**config.mk**
```make
export PLATFORM = sky130hd
export DESIGN_NAME = mem_ctrl_arb
export DESIGN_NICKNAME = d
export VERILOG_FILES = /design/src/rtl/mem_ctrl_arb_pkg.sv /design/src/rtl/mem_ctrl_arb_rr_arbiter.sv /design/src/rtl/mem_ctrl_arb.sv
export SDC_FILE = /design/constraint.sdc
export NUM_CORES = 1
export LEC_CHECK = 0
export BUFFER_PORTS_ARGS = -buffer_cell sky130_fd_sc_hd__buf_2
export CELL_PAD_IN_SITES_DETAIL_PLACEMENT = 1
export CELL_PAD_IN_SITES_GLOBAL_PLACEMENT = 2
export CORE_UTILIZATION = 29
export CTS_CLUSTER_DIAMETER = 120
export DETAILED_ROUTE_END_ITERATION = 8
export PLACE_DENSITY = 0.72
export SYNTH_ARGS = -nofsm -noshare
export SYNTH_HDL_FRONTEND = slang
export SYNTH_SLANG_ARGS = --single-unit
```
**constraint.sdc**
```tcl
create_clock -name clock -period 3.68 [get_ports clock]
set_input_delay 0.368 -clock clock [delete_from_list [all_inputs] [get_ports clock]]
set_output_delay 0.368 -clock clock [all_outputs]
set_load 0.03 [all_outputs]
```
**src/rtl/mem_ctrl_arb_pkg.sv**
```systemverilog
// rtl/mem_ctrl_arb_pkg.sv - shared types and helpers for the fetch/memory RAM controller
// Purpose: FSM state encoding, request owner codes, read/write codes and the
//          beat-counter width helper used by mem_ctrl_arb and its arbiter.
// Ports:   none (package).
package mem_ctrl_arb_pkg;

  typedef enum logic [1:0] {
    ST_IDLE = 2'd0,
    ST_BEAT = 2'd1,
    ST_DONE = 2'd2
  } mc_state_e;

  typedef enum logic {
    OWN_IF  = 1'b0,
    OWN_MEM = 1'b1
  } mc_owner_e;

  localparam logic RW_WRITE = 1'b0;
  localparam logic RW_READ  = 1'b1;

  // A single-beat configuration still needs a 1-bit beat field in the RAM address.
  function automatic int beat_width(input int beats);
    return (beats > 1) ? $clog2(beats) : 1;
  endfunction

endpackage

```
**src/rtl/mem_ctrl_arb_rr_arbiter.sv**
```systemverilog
// rtl/mem_ctrl_arb_rr_arbiter.sv - two-requester arbiter (fixed priority or round-robin)
// Purpose: picks IF or MEM when the controller is idle.
// Ports:   clock, reset (async, active-low)
//          req_if, req_mem   request lines
//          accept            controller consumes the grant this cycle
//          grant_valid       at least one request present
//          grant_owner       winning port
module mem_ctrl_arb_rr_arbiter
  import mem_ctrl_arb_pkg::*;
#(
  parameter int ARB_MODE = 0
) (
  input  logic      clock,
  input  logic      reset,
  input  logic      req_if,
  input  logic      req_mem,
  input  logic      accept,
  output logic      grant_valid,
  output mc_owner_e grant_owner
);

  logic prefer_mem;
  logic contended;

  assign contended   = req_if & req_mem;
  assign grant_valid = req_if | req_mem;

  always_comb begin
    grant_owner = OWN_IF;
    if (contended) begin
      if ((ARB_MODE == 0) || prefer_mem) grant_owner = OWN_MEM;
    end else if (req_mem) begin
      grant_owner = OWN_MEM;
    end
  end

  // Pointer moves only when both ports competed, so a lone requester never
  // steals the other port's next turn.
  always_ff @(posedge clock or negedge reset) begin
    if (!reset) begin
      prefer_mem <= 1'b1;
    end else if (accept && contended) begin
      prefer_mem <= (grant_owner == OWN_IF);
    end
  end

endmodule

```
**src/rtl/mem_ctrl_arb.sv**
```systemverilog
// rtl/mem_ctrl_arb.sv - IF/MEM arbitrated controller for a narrow external RAM
// Purpose: grants one pipeline port at a time, splits the DATA_W word into
//          DATA_W/RAM_W RAM beats (LS slice first), returns a one-cycle ready.
// Ports:   clock, reset (async, active-low)
//          if_mc_en/if_mc_addr -> mc_if_data/mc_if_ready          fetch (read-only)
//          mem_mc_en/rw/addr/wdata -> mc_mem_rdata/mc_mem_ready   memory stage
//          mc_ram_addr/wre/oe/wdata, mc_ram_rdata                 external RAM
module mem_ctrl_arb
  import mem_ctrl_arb_pkg::*;
#(
  parameter  int ADDR_W   = 18,
  parameter  int DATA_W   = 32,
  parameter  int RAM_W    = 16,
  parameter  int ARB_MODE = 0,
  localparam int BEATS    = DATA_W / RAM_W,
  localparam int BEAT_W   = beat_width(BEATS),
  localparam int RA_W     = ADDR_W + BEAT_W
) (
  input  logic              clock,
  input  logic              reset,
  input  logic              if_mc_en,
  input  logic [ADDR_W-1:0] if_mc_addr,
  output logic [DATA_W-1:0] mc_if_data,
  output logic              mc_if_ready,
  input  logic              mem_mc_en,
  input  logic              mem_mc_rw,
  input  logic [ADDR_W-1:0] mem_mc_addr,
  input  logic [DATA_W-1:0] mem_mc_wdata,
  output logic [DATA_W-1:0] mc_mem_rdata,
  output logic              mc_mem_ready,
  output logic [RA_W-1:0]   mc_ram_addr,
  output logic              mc_ram_wre,
  output logic              mc_ram_oe,
  output logic [RAM_W-1:0]  mc_ram_wdata,
  input  logic [RAM_W-1:0]  mc_ram_rdata
);

  mc_state_e         state;
  logic [BEAT_W-1:0] beat;
  logic [BEAT_W-1:0] beat_next;
  logic              last_beat;
  mc_owner_e         owner_q;
  logic              rw_q;
  logic [ADDR_W-1:0] addr_q;
  logic [DATA_W-1:0] wdata_q;
  logic [DATA_W-1:0] rd_buf;
  logic [DATA_W-1:0] rd_buf_nxt;

  logic              grant_valid;
  mc_owner_e         grant_owner;
  logic [ADDR_W-1:0] g_addr;
  logic              g_rw;

  mem_ctrl_arb_rr_arbiter #(.ARB_MODE(ARB_MODE)) u_arb (
    .clock       (clock),
    .reset       (reset),
    .req_if      (if_mc_en),
    .req_mem     (mem_mc_en),
    .accept      (state == ST_IDLE),
    .grant_valid (grant_valid),
    .grant_owner (grant_owner)
  );

  // Fetch is always a read regardless of what the MEM port drives.
  always_comb begin
    g_addr = if_mc_addr;
    g_rw   = RW_READ;
    if (grant_owner == OWN_MEM) begin
      g_addr = mem_mc_addr;
      g_rw   = mem_mc_rw;
    end
  end

  assign beat_next = beat + 1'b1;
  assign last_beat = (beat == BEAT_W'(BEATS - 1));

  // Buffer including the beat arriving at this edge, so the final word can be
  // published on the same edge that closes the last beat.
  always_comb begin
    rd_buf_nxt = rd_buf;
    rd_buf_nxt[int'(beat)*RAM_W +: RAM_W] = mc_ram_rdata;
  end

  always_ff @(posedge clock or negedge reset) begin
    if (!reset) begin
      state        <= ST_IDLE;
      beat         <= '0;
      owner_q      <= OWN_IF;
      rw_q         <= RW_READ;
      addr_q       <= '0;
      wdata_q      <= '0;
      rd_buf       <= '0;
      mc_if_data   <= '0;
      mc_if_ready  <= 1'b0;
      mc_mem_rdata <= '0;
      mc_mem_ready <= 1'b0;
      mc_ram_addr  <= '0;
      mc_ram_wre   <= 1'b0;
      mc_ram_oe    <= 1'b0;
      mc_ram_wdata <= '0;
    end else begin
      case (state)
        ST_IDLE: begin
          if (grant_valid) begin
            owner_q      <= grant_owner;
            rw_q         <= g_rw;
            addr_q       <= g_addr;
            wdata_q      <= mem_mc_wdata;
            beat         <= '0;
            mc_ram_addr  <= {g_addr, {BEAT_W{1'b0}}};
            mc_ram_wre   <= (g_rw == RW_WRITE);
            mc_ram_oe    <= (g_rw == RW_WRITE);
            mc_ram_wdata <= (g_rw == RW_WRITE) ? mem_mc_wdata[RAM_W-1:0] : '0;
            state        <= ST_BEAT;
          end
        end
        ST_BEAT: begin
          if (rw_q == RW_READ) rd_buf <= rd_buf_nxt;
          if (last_beat) begin
            beat         <= '0;
            mc_ram_addr  <= '0;
            mc_ram_wre   <= 1'b0;
            mc_ram_oe    <= 1'b0;
            mc_ram_wdata <= '0;
            state        <= ST_DONE;
            if (owner_q == OWN_MEM) begin
              mc_mem_ready <= 1'b1;
              if (rw_q == RW_READ) mc_mem_rdata <= rd_buf_nxt;
            end else begin
              mc_if_ready <= 1'b1;
              mc_if_data  <= rd_buf_nxt;
            end
          end else begin
            beat         <= beat_next;
            mc_ram_addr  <= {addr_q, beat_next};
            mc_ram_wdata <= (rw_q == RW_WRITE) ? wdata_q[int'(beat_next)*RAM_W +: RAM_W] : '0;
          end
        end
        ST_DONE: begin
          mc_if_ready  <= 1'b0;
          mc_mem_ready <= 1'b0;
          state        <= ST_IDLE;
        end
        default: state <= ST_IDLE;
      endcase
    end
  end

endmodule

```
==> results.md, run 1 <==
- P per Cell Area: 1030 mW/mm²
- Via Count: 4707
- Max Cap Violations: 0
- Synth top area cells: dfrtp_1, mux2_2, a2111oi_4
- Root buf cell: clkbuf_16
- Post-CTS Resized: 0
- Largest net degree at the start of global routing: 100
- WL/cell: 17.8 µm
- Syn_nets: 569
- DRC errors left: 0
- FMAX: 0.441 GHz
- Final Hold Fails: 0
- DR vias/cell: 4.76
- Fin area: 0.00864 mm²
- Post-synth top area cell: dfrtp_1
- Crit Path Class: flip-flop to flip-flop
- Worst R2R Setup Slack: 1.41 ns
- Count leader, synth: dfrtp_1
- 1st-pass router iterations: 4
- Worst r2r src: state[1]
- Setup ws final: 1.41 ns
- Antenna-violating nets left: 0
- Rows: 56
- Die Ht: 156 µm
- Diode count: 0
- Worst Setup Slack post-DPL: 1.40 ns
- Routed WL: 17600 µm
- Min cycle time layout: 2.27 ns
- Synth warnings: 0
- TritonCTS Buffers: 17
- # H-tree levels: 4
- GPL Wtd Cong: 0.749
- Worst slew pin tran: 1.04 ns
- Synth top cells by count: dfrtp_1, mux2_2, a21oi_1, nor2_1, nor2b_1
- Gate Count Post-Synth: 480
- Sequential area share after synthesis: 56.6%
- Clk_skew: 0.0132 ns
- Core ar.: 0.0234 mm²
- Final Core Density: 36.9%
- Skew-Pair Late Insertion Delay: 0.42 ns
- CP Capture Type: flip-flop
- Fin. max-slew vios: 0
- FF-to-FF path depth: 3
- Synthesized area: 0.00690 mm²
- Placed cell area: 0.00803 mm²
- Post-DP HPWL: 12100 µm
- Initial antenna violation count: 1
- Crit path max fanout: 22
- Die width: 156 µm
- Status: completed
- Period utilization: 61.7%
- Gr usage total: 14.9%
- RR Endpoint: rd_buf[8]
- Area grow syn2layout: 25.3%
- Global-route wire length before repair: 28000 µm
- Worst setup path endpoint: rd_buf[8]
- Synth async-reset ratio: 100%
- Top-level port count: 192
- EDFF count, synth: 0
- Buffers on Ports: 191
- Die area: 0.0244 mm²
- Avg Inst Size Synth: 14.4 µm²
- # nets final: 746
- Grt ovf: 0
- CTS tree: yes
- Relative slew slack: 30.4%
- Clock-pin transition on the worst setup and hold timing paths: 0.06 ns
- Yosys cell types: 42
- Yosys top cell area share: 56.2%
- Hold WC Path Type: input pin to flip-flop
- Worst EP arrival: 2.57 ns
- Initial Util: 29.5%
- Main flop type after synthesis: dfrtp_1
- DRT iter0 DRCs: 151
- Leakage: 3.84 nW
- Worst Setup SP: state[1]
- Unrepaired setup endpoints after global routing: no
- CP required: 3.98 ns
- FF+latch count, synth: 156
- Max Root-Sink Buffers: 2
- Total Neg Setup Slack: 0 ns
- Final setup vio count: 0
- Vias in the first global route: 5038
- CP Launch Type: flip-flop
- Max VDD drop: 0.000288 V
- Clock sinks: 156
- Share of layout cells above drive strength 1: 55.0%
-- flip-flops by register name (all words and copies together) (netlist names) --
name and flops:
mc_if_data 32, mc_mem_rdata 32, mc_if_ready 1, mc_ram_oe 1, rd_buf 16, owner_q 1
state 2, mc_ram_wdata 16, wdata_q 16, mc_ram_addr 19, addr_q 18, mc_mem_ready 1
rw_q 1
-- per-stage QoR --
| step | instances | hold slack (ns) | power (W) |
|---|---|---|---|
| CTS | 988 | 0.160 | 0.00902 |
| detailed placement | 956 | 0.379 | 0.00720 |
| floorplan | 480 | 0.0724 | 0.00610 |
| finish | 988 | 0.182 | 0.00890 |
| global route | 988 | 0.172 | 0.00944 |
| global placement | 956 | 0.365 | 0.00701 |
-- worst max-delay path, cell delays in order (launching register included) --
cell and delay [ns]:
dfrtp_1 0.52, nand2b_4 0.35, nor3b_4 0.85, mux2_2 0.42
-- power by group --
part / leakage [nW] / total, W / internal (W) / switching, W
Combinational: 1.68 / 0.00400 / 0.00153 / 0.00247
Sequential: 1.87 / 0.00310 / 0.00258 / 0.000525
Clock: 0.290 / 0.00179 / 0.00110 / 0.000693
Total: 3.84 / 0.00890 / 0.00521 / 0.00369
-- how the worst min path moves through the flow --
stage,from,endpoint,slack (ns),cells past startpoint
floorplan,reset,addr_q[0],0.07,0
global placement,reset,mc_mem_rdata[23],0.36,1
detailed placement,reset,mc_mem_rdata[23],0.38,1
CTS,mem_mc_wdata[27],wdata_q[27],0.16,2
global route,mem_mc_wdata[27],wdata_q[27],0.17,2
finish,mem_mc_wdata[27],wdata_q[27],0.18,2
-- kinds of logic after synthesis --
kind of cell	synth area share [%]
DFF	56.6
muxes	18.4
AOI/OAI and AO/OA	13.1
and+or+nand+nor	7.36
buffers and inverters	4.35
xor gates and xnor gates	0.127
-- cells in the final DEF, fill, tap and decap left out, types with 4 or more instances in the layout --
| cell | instances |
|---|---|
| nor2b_1 | 18 |
| clkbuf_16 | 17 |
| a2111oi_2 | 8 |
| a32o_1 | 17 |
| o31ai_1 | 17 |
| nor2_1 | 18 |
| a21oi_1 | 35 |
| mux2_2 | 110 |
| buf_2 | 190 |
| dfrtp_1 | 155 |
| a2111oi_4 | 9 |
| nand2_1 | 4 |
| nand3b_1 | 17 |
| buf_4 | 6 |
-- cell type report --
cell class	instances	area [µm²]
multi-input combinational	283	2700
sequential	156	3910
fill	2545	14800
clock buffer	21	460
tap	319	399
timing repair buffer	199	1040
clock inverter	10	138
-- per-layer routing --
metal	GRT usage, %	wire length [µm]	share of wire, %	up-vias
li1	-	-	-	2122
met1	19.3	7960	45	2429
met2	24.7	8590	49	133
met3	3.18	825	4.7	21
met4	5.32	242	1.4	2
met5	0	10	0.057	-
-- timing repair --
item                                    CTS  global route
buffers inserted                          0             0
hold buffers                              1             0
endpoints found under the setup margin    0             0
hold endpoints to repair                 57             0
(Power assumes the default switching activity.)
==> inputs of run 2 (changes only) <==
==> constraint.sdc (replaced) <==
create_clock -name clock -period 2.3 [get_ports clock]
set_input_delay 0.23 -clock clock [delete_from_list [all_inputs] [get_ports clock]]
set_output_delay 0.23 -clock clock [all_outputs]
set_load 0.03 [all_outputs]
==> results.md, run 2 (synthesized netlist as in run 1, its figures left out) <==
- Status: completed
- # nets final: 757
- Initial Util: 29.5%
- Max Root-Sink Buffers: 2
- Routed WL: 17600 µm
- Clock sinks: 156
- Worst R2R Setup Slack: 0.25 ns
- FF-to-FF path depth: 4
- Grt ovf: 0
- WL/cell: 17.6 µm
- Unrepaired setup endpoints after global routing: no
- Crit Path Class: flip-flop to flip-flop
- Setup ws final: 0.251 ns
- Crit-path cells: buf_4, and2b_2, nand4_4, mux2_1
- CP required: 2.60 ns
- Vias in the first global route: 5215
- Post-CTS Hold Buffers: 1
- Slowest cell on the critical path: mux2_1
- # H-tree levels: 4
- Gr usage total: 14.9%
- Worst r2r src: state[1]
- Total Neg Setup Slack: 0 ns
- Commonest non-fill, non-tap cell in the layout: buf_2
- Most frequent cells in the layout: buf_2, dfrtp_1, mux2_2
- CTS tree: yes
- Top flop regs: mc_if_data x32, mc_mem_rdata x32, mc_ram_addr x19
- Min cycle time layout: 2.05 ns
- P per Cell Area: 1620 mW/mm²
- Via Count: 4743
- WL met1: 7640 µm
- Post-CTS Resized: 0
- Leakage: 3.89 nW
- Rows: 56
- Relative slew slack: 38.6%
- Worst Setup SP: state[1]
- FMAX: 0.488 GHz
- Initial antenna violation count: 1
- Skew-Pair Late Insertion Delay: 0.42 ns
- Post-DP HPWL: 12600 µm
- Crit path max fanout: 32
- Worst EP arrival: 2.35 ns
- Max Cap Violations: 0
- CP Capture Type: flip-flop
- DRC errors left: 0
- Diode count: 0
- Final Hold Fails: 0
- Root buf cell: clkbuf_16
- Fin. max-slew vios: 0
- Setup bufs post-CTS: 0
- Filler cells: 2550
- Core ar.: 0.0234 mm²
- RR Endpoint: mc_mem_rdata[5]
- Antenna-violating nets left: 0
- Worst slew pin tran: 0.917 ns
- Max layer used: met5
- Met2 wire len: 8800 µm
- Worst Setup Slack post-DPL: 0.189 ns
- Hold Path Cell Cnt: 2
- Die width: 156 µm
- Clock-pin transition on the worst setup and hold timing paths: 0.07 ns
- GPL Wtd Cong: 0.729
- Period utilization: 89.1%
- Worst hold path startpoint: mem_mc_wdata[28]
- Final Core Density: 37.3%
- Area grow syn2layout: 26.7%
- TritonCTS Buffers: 17
- Hold WC Path Type: input pin to flip-flop
- Max incr delay on CP: 0.53 ns
- Max VDD drop: 0.000479 V
- CP Launch Type: flip-flop
- Final setup vio count: 0
- Global-route wire length before repair: 28000 µm
- Met3 wire len: 816 µm
- DR vias/cell: 4.74
- Top-level port count: 192
- Clk_skew: 0.0110 ns
- Die area: 0.0244 mm²
- Hold Path End: wdata_q[28]
- 1st-pass router iterations: 4
- Buffers on Ports: 191
- DRT iter0 DRCs: 142
- Die Ht: 156 µm
- Share of layout cells above drive strength 1: 56.1%
- Largest net degree at the start of global routing: 55
==> run 2: changes by cell type in the layout (fill, tap and decap cells not counted), sizes merged <==
cell      delta
buf         +11
inv          +6
clkbuf       -4
bufinv       -3
clkinv       +1
clkinvlp     +1
==> run 2: layout make-up <==
cell class                 count  area [µm²]  share of cell area (%)
clock inverter                15         151                    1.73
clock buffer                  17         425                    4.87
tap                          319         399                    4.57
multi-input combinational    283        2700                    30.9
sequential                   156        3910                    44.7
timing repair buffer         210        1160                    13.2
==> run 2: how the worst max path moves through the flow <==
| stage | end | cells past startpoint | slack, ns |
|---|---|---|---|
| detailed placement | mc_mem_rdata[5] | 4 | 0.19 |
| floorplan | rd_buf[10] | 5 | 0.70 |
| global route | mc_mem_rdata[5] | 4 | 0.12 |
| finish | mc_mem_rdata[5] | 4 | 0.25 |
| CTS | mc_mem_rdata[5] | 4 | 0.20 |
| global placement | mc_mem_rdata[5] | 4 | 0.30 |
==> run 2: through the flow <==
step	area (µm²)	total power (W)	hold slack, ns	cells
4_1_cts	8740	0.0144	0.0183	1000
6_report	8740	0.0142	0.0410	1000
3_3_place_gp	8150	0.0113	0.214	967
5_1_grt	8740	0.0151	0.0287	1000
3_5_place_dp	8150	0.0116	0.224	967
2_1_floorplan	6900	0.00976	-0.0656	480
==> run 2: critical path, delay by kind of cell, from the launching register on <==
family / cells / cell delay [ns]
buffers and inverters: 1 / 0.19
flip-flops: 1 / 0.44
multiplexers: 1 / 0.53
AND/OR/NAND/NOR: 2 / 0.76
==> run 2: routing by layer <==
metal / up-vias / track usage [%]
met5: - / 0
met4: 2 / 5.56
met1: 2429 / 18.4
met2: 139 / 25.6
li1: 2149 / -
met3: 24 / 3.21
==> run 2: where the power goes <==
part / internal, W / switching (W)
Sequential: 0.00412 / 0.000848
Clock: 0.00144 / 0.00128
Combinational: 0.00253 / 0.00396
Total: 0.00810 / 0.00608
==> inputs of run 3 (changes only) <==
--- a/config.mk
+++ b/config.mk
@@ -5,13 +5,14 @@
 export SDC_FILE = /design/constraint.sdc
 export NUM_CORES = 1
 export LEC_CHECK = 0
+export ABC_AREA = 1
 export BUFFER_PORTS_ARGS = -buffer_cell sky130_fd_sc_hd__buf_2
 export CELL_PAD_IN_SITES_DETAIL_PLACEMENT = 1
 export CELL_PAD_IN_SITES_GLOBAL_PLACEMENT = 2
 export CORE_UTILIZATION = 29
 export CTS_CLUSTER_DIAMETER = 120
 export DETAILED_ROUTE_END_ITERATION = 8
-export PLACE_DENSITY = 0.72
+export PLACE_DENSITY = 0.81
 export SYNTH_ARGS = -nofsm -noshare
 export SYNTH_HDL_FRONTEND = slang
 export SYNTH_SLANG_ARGS = --single-unit
==> results.md, run 3 <==
- Largest net degree at the start of global routing: 65
- Yosys cell types: 20
- Avg Inst Size Synth: 7.74 µm²
- Clock-pin transition on the worst setup and hold timing paths: 0.07 ns
- EDFF count, synth: 0
- Gr usage total: 17.8%
- Gate Count Post-Synth: 1014
- Synth warnings: 0
- Max Cap Violations: 0
- DRT iter0 DRCs: 362
- Crit-path cells: inv_1, nand2_4, buf_4, nand3_1, nand2_1, nand2_1, nand2_1
- Die area: 0.0277 mm²
- Via Count: 6991
- # nets final: 1273
- Initial Util: 29.9%
- Skew-Pair Late Insertion Delay: 0.43 ns
- Commonest non-fill, non-tap cell in the layout: nand2_1
- Clock network power share: 19.3%
- DR vias/cell: 4.56
- TritonCTS Buffers: 17
- Share of layout cells above drive strength 1: 21.0%
- Synth top area cells: dfrtp_1, nand2_1, o21ai_0
- CTS tree: yes
- Max VDD drop: 0.000514 V
- Most common cell on crit path: nand2_1
- Root buf cell: clkbuf_16
- Core ar.: 0.0263 mm²
- GPL Wtd Cong: 0.754
- Area grow syn2layout: 24.8%
- Grt ovf: 0
- Clock sinks: 172
- Max incr delay on CP: 0.57 ns
- Hold WC Path Type: input pin to flip-flop
- Antenna-violating nets left: 0
- Final Hold Fails: 0
- Initial antenna violation count: 0
- Post-synth top area cell: dfrtp_1
- Top-level port count: 192
- # H-tree levels: 4
- Crit path max-delay family: buffers and inverters
- Synth top cells by count: nand2_1, dfrtp_1, o21ai_0, inv_1, nand3_1
- Leakage: 5.39 nW
- Crit path max fanout: 54
- FMAX: 0.560 GHz
- Clk_skew: 0.0126 ns
- Period utilization: 77.7%
- Seq pwr share: 33.8%
- Switch share: 48.0%
- CP required: 2.67 ns
- Worst R2R Setup Slack: 0.51 ns
- Sequential area share after synthesis: 54.9%
- Yosys top cell area share: 54.5%
- Crit Path Class: flip-flop to flip-flop
- Rows: 59
- Relative slew slack: 24.7%
- Status: finished with violations
- Die width: 166 µm
- Routed WL: 23800 µm
- Worst slew pin tran: 1.13 ns
- Worst Setup Slack post-DPL: 0.475 ns
- Synthesized area: 0.00785 mm²
- Global-route wire length before repair: 39200 µm
- CP Launch Type: flip-flop
- Count leader, synth: nand2_1
- Top flop regs: mc_if_data x32, mc_mem_rdata x32, rd_buf x32
- Crit path buf inv count: 2
- Fin. max-slew vios: 0
- Slowest cell on the critical path: buf_4
- Synth async-reset ratio: 100%
- 1st-pass router iterations: 6
- Failing checks: DRC
- Most frequent cells in the layout: nand2_1, buf_2, dfrtp_1
- Syn_nets: 1103
- Main flop type after synthesis: dfrtp_1
- Buffers on Ports: 191
- DRC errors left: 28
- Net switching power: 0.00738 W
- FF+latch count, synth: 172
- CP Capture Type: flip-flop
- Vias in the first global route: 7313
- Max Root-Sink Buffers: 2
- Final setup vio count: 0
- Min cycle time layout: 1.79 ns
- WL/cell: 15.5 µm
- P per Cell Area: 1570 mW/mm²
- Die Ht: 166 µm
- Post-DP HPWL: 16200 µm
- Worst EP arrival: 2.15 ns
- Unrepaired setup endpoints after global routing: no
- Setup ws final: 0.514 ns
- Total Neg Setup Slack: 0 ns
- Int Pwr: 0.00799 W
- Logic pwr share: 46.9%
- Setup bufs post-CTS: 0
==> run 3: cell types whose count changed in the layout (fill, tap and decap cells not counted), moves of 18 or more <==
| cell | change |
|---|---|
| a21oi_1 | -34 |
| inv_1 | +122 |
| mux2_2 | -110 |
| nand2_1 | +386 |
| nand3_1 | +102 |
| nor2b_1 | -18 |
| o21ai_0 | +128 |
==> run 3: per-stage QoR <==
stage	std cells	instance area, µm²	util, %	hold WS (ns)	power [W]
3_5_place_dp	1494	9140	34.8	0.230	0.0126
4_1_cts	1532	9790	37.2	0.000852	0.0157
2_1_floorplan	1014	7850	-	-0.0656	0.0102
3_3_place_gp	1494	9140	34.8	0.229	0.0124
6_report	1533	9790	37.3	0.0220	0.0154
5_1_grt	1532	9790	37.2	0.0178	0.0166
==> run 3: power by group through the flow <==
stage               clock [W]  combinational, W  sequential (W)
floorplan                   0           0.00351         0.00670
global placement            0           0.00719         0.00525
detailed placement          0           0.00734         0.00526
CTS                   0.00305           0.00737         0.00523
global route          0.00316           0.00809         0.00539
finish                0.00296           0.00721         0.00520
==> run 3: worst reg2reg max path: stages (launching register included) <==
cell and delay, ns:
dfrtp_1 0.38, inv_1 0.10, nand2_4 0.24, buf_4 0.57, nand3_1 0.20, nand2_1 0.13
nand2_1 0.06, nand2_1 0.05
==> run 3: final cells by class <==
class                      count  area, µm²
clock inverter                14        146
inverter                     124        465
fill                        3274      16500
tap                          335        419
clock buffer                  18        439
antenna                        1       2.50
sequential                   172       4310
timing repair buffer         215       1220
multi-input combinational    654       2790
==> run 3: routing by layer <==
layer	share of wire, %	routed length (µm)	GRT usage (%)
met4	0.92	218	3.86
met2	46	10900	28.7
met5	0	0	0
met3	4.4	1050	3.16
met1	49	11600	25.0
==> run 3: timing repair <==
item,in CTS,in global routing
hold endpoints to repair,51,0
gates resized for setup,0,0
hold buffers,6,0
endpoints found under the setup margin,0,0
==> run 3: path summary, 6_finish.rpt <==
kind / cells past startpoint / start / end
min reg2reg: 2 / mc_if_data[13] / mc_if_data[13]
max: 7 / state[1] / mc_ram_wdata[0]
max in group asynchronous: 3 / reset / rw_q
min in group asynchronous: 2 / reset / mc_if_data[3]
min: 3 / mem_mc_wdata[24] / wdata_q[24]
max reg2reg: 7 / state[1] / mc_ram_wdata[0]
==> run 3: cells by family (layout without fill, tap and decap cells) <==
| kind of cell | Yosys count | in the layout | synth area share (%) |
|---|---|---|---|
| flops | 172 | 172 | 54.9 |
| buf+inv | 188 | 371 | 9.63 |
| compound gates | 136 | 136 | 8.71 |
| simple gates | 518 | 518 | 26.8 |
| other cells | 0 | 1 | 0 |
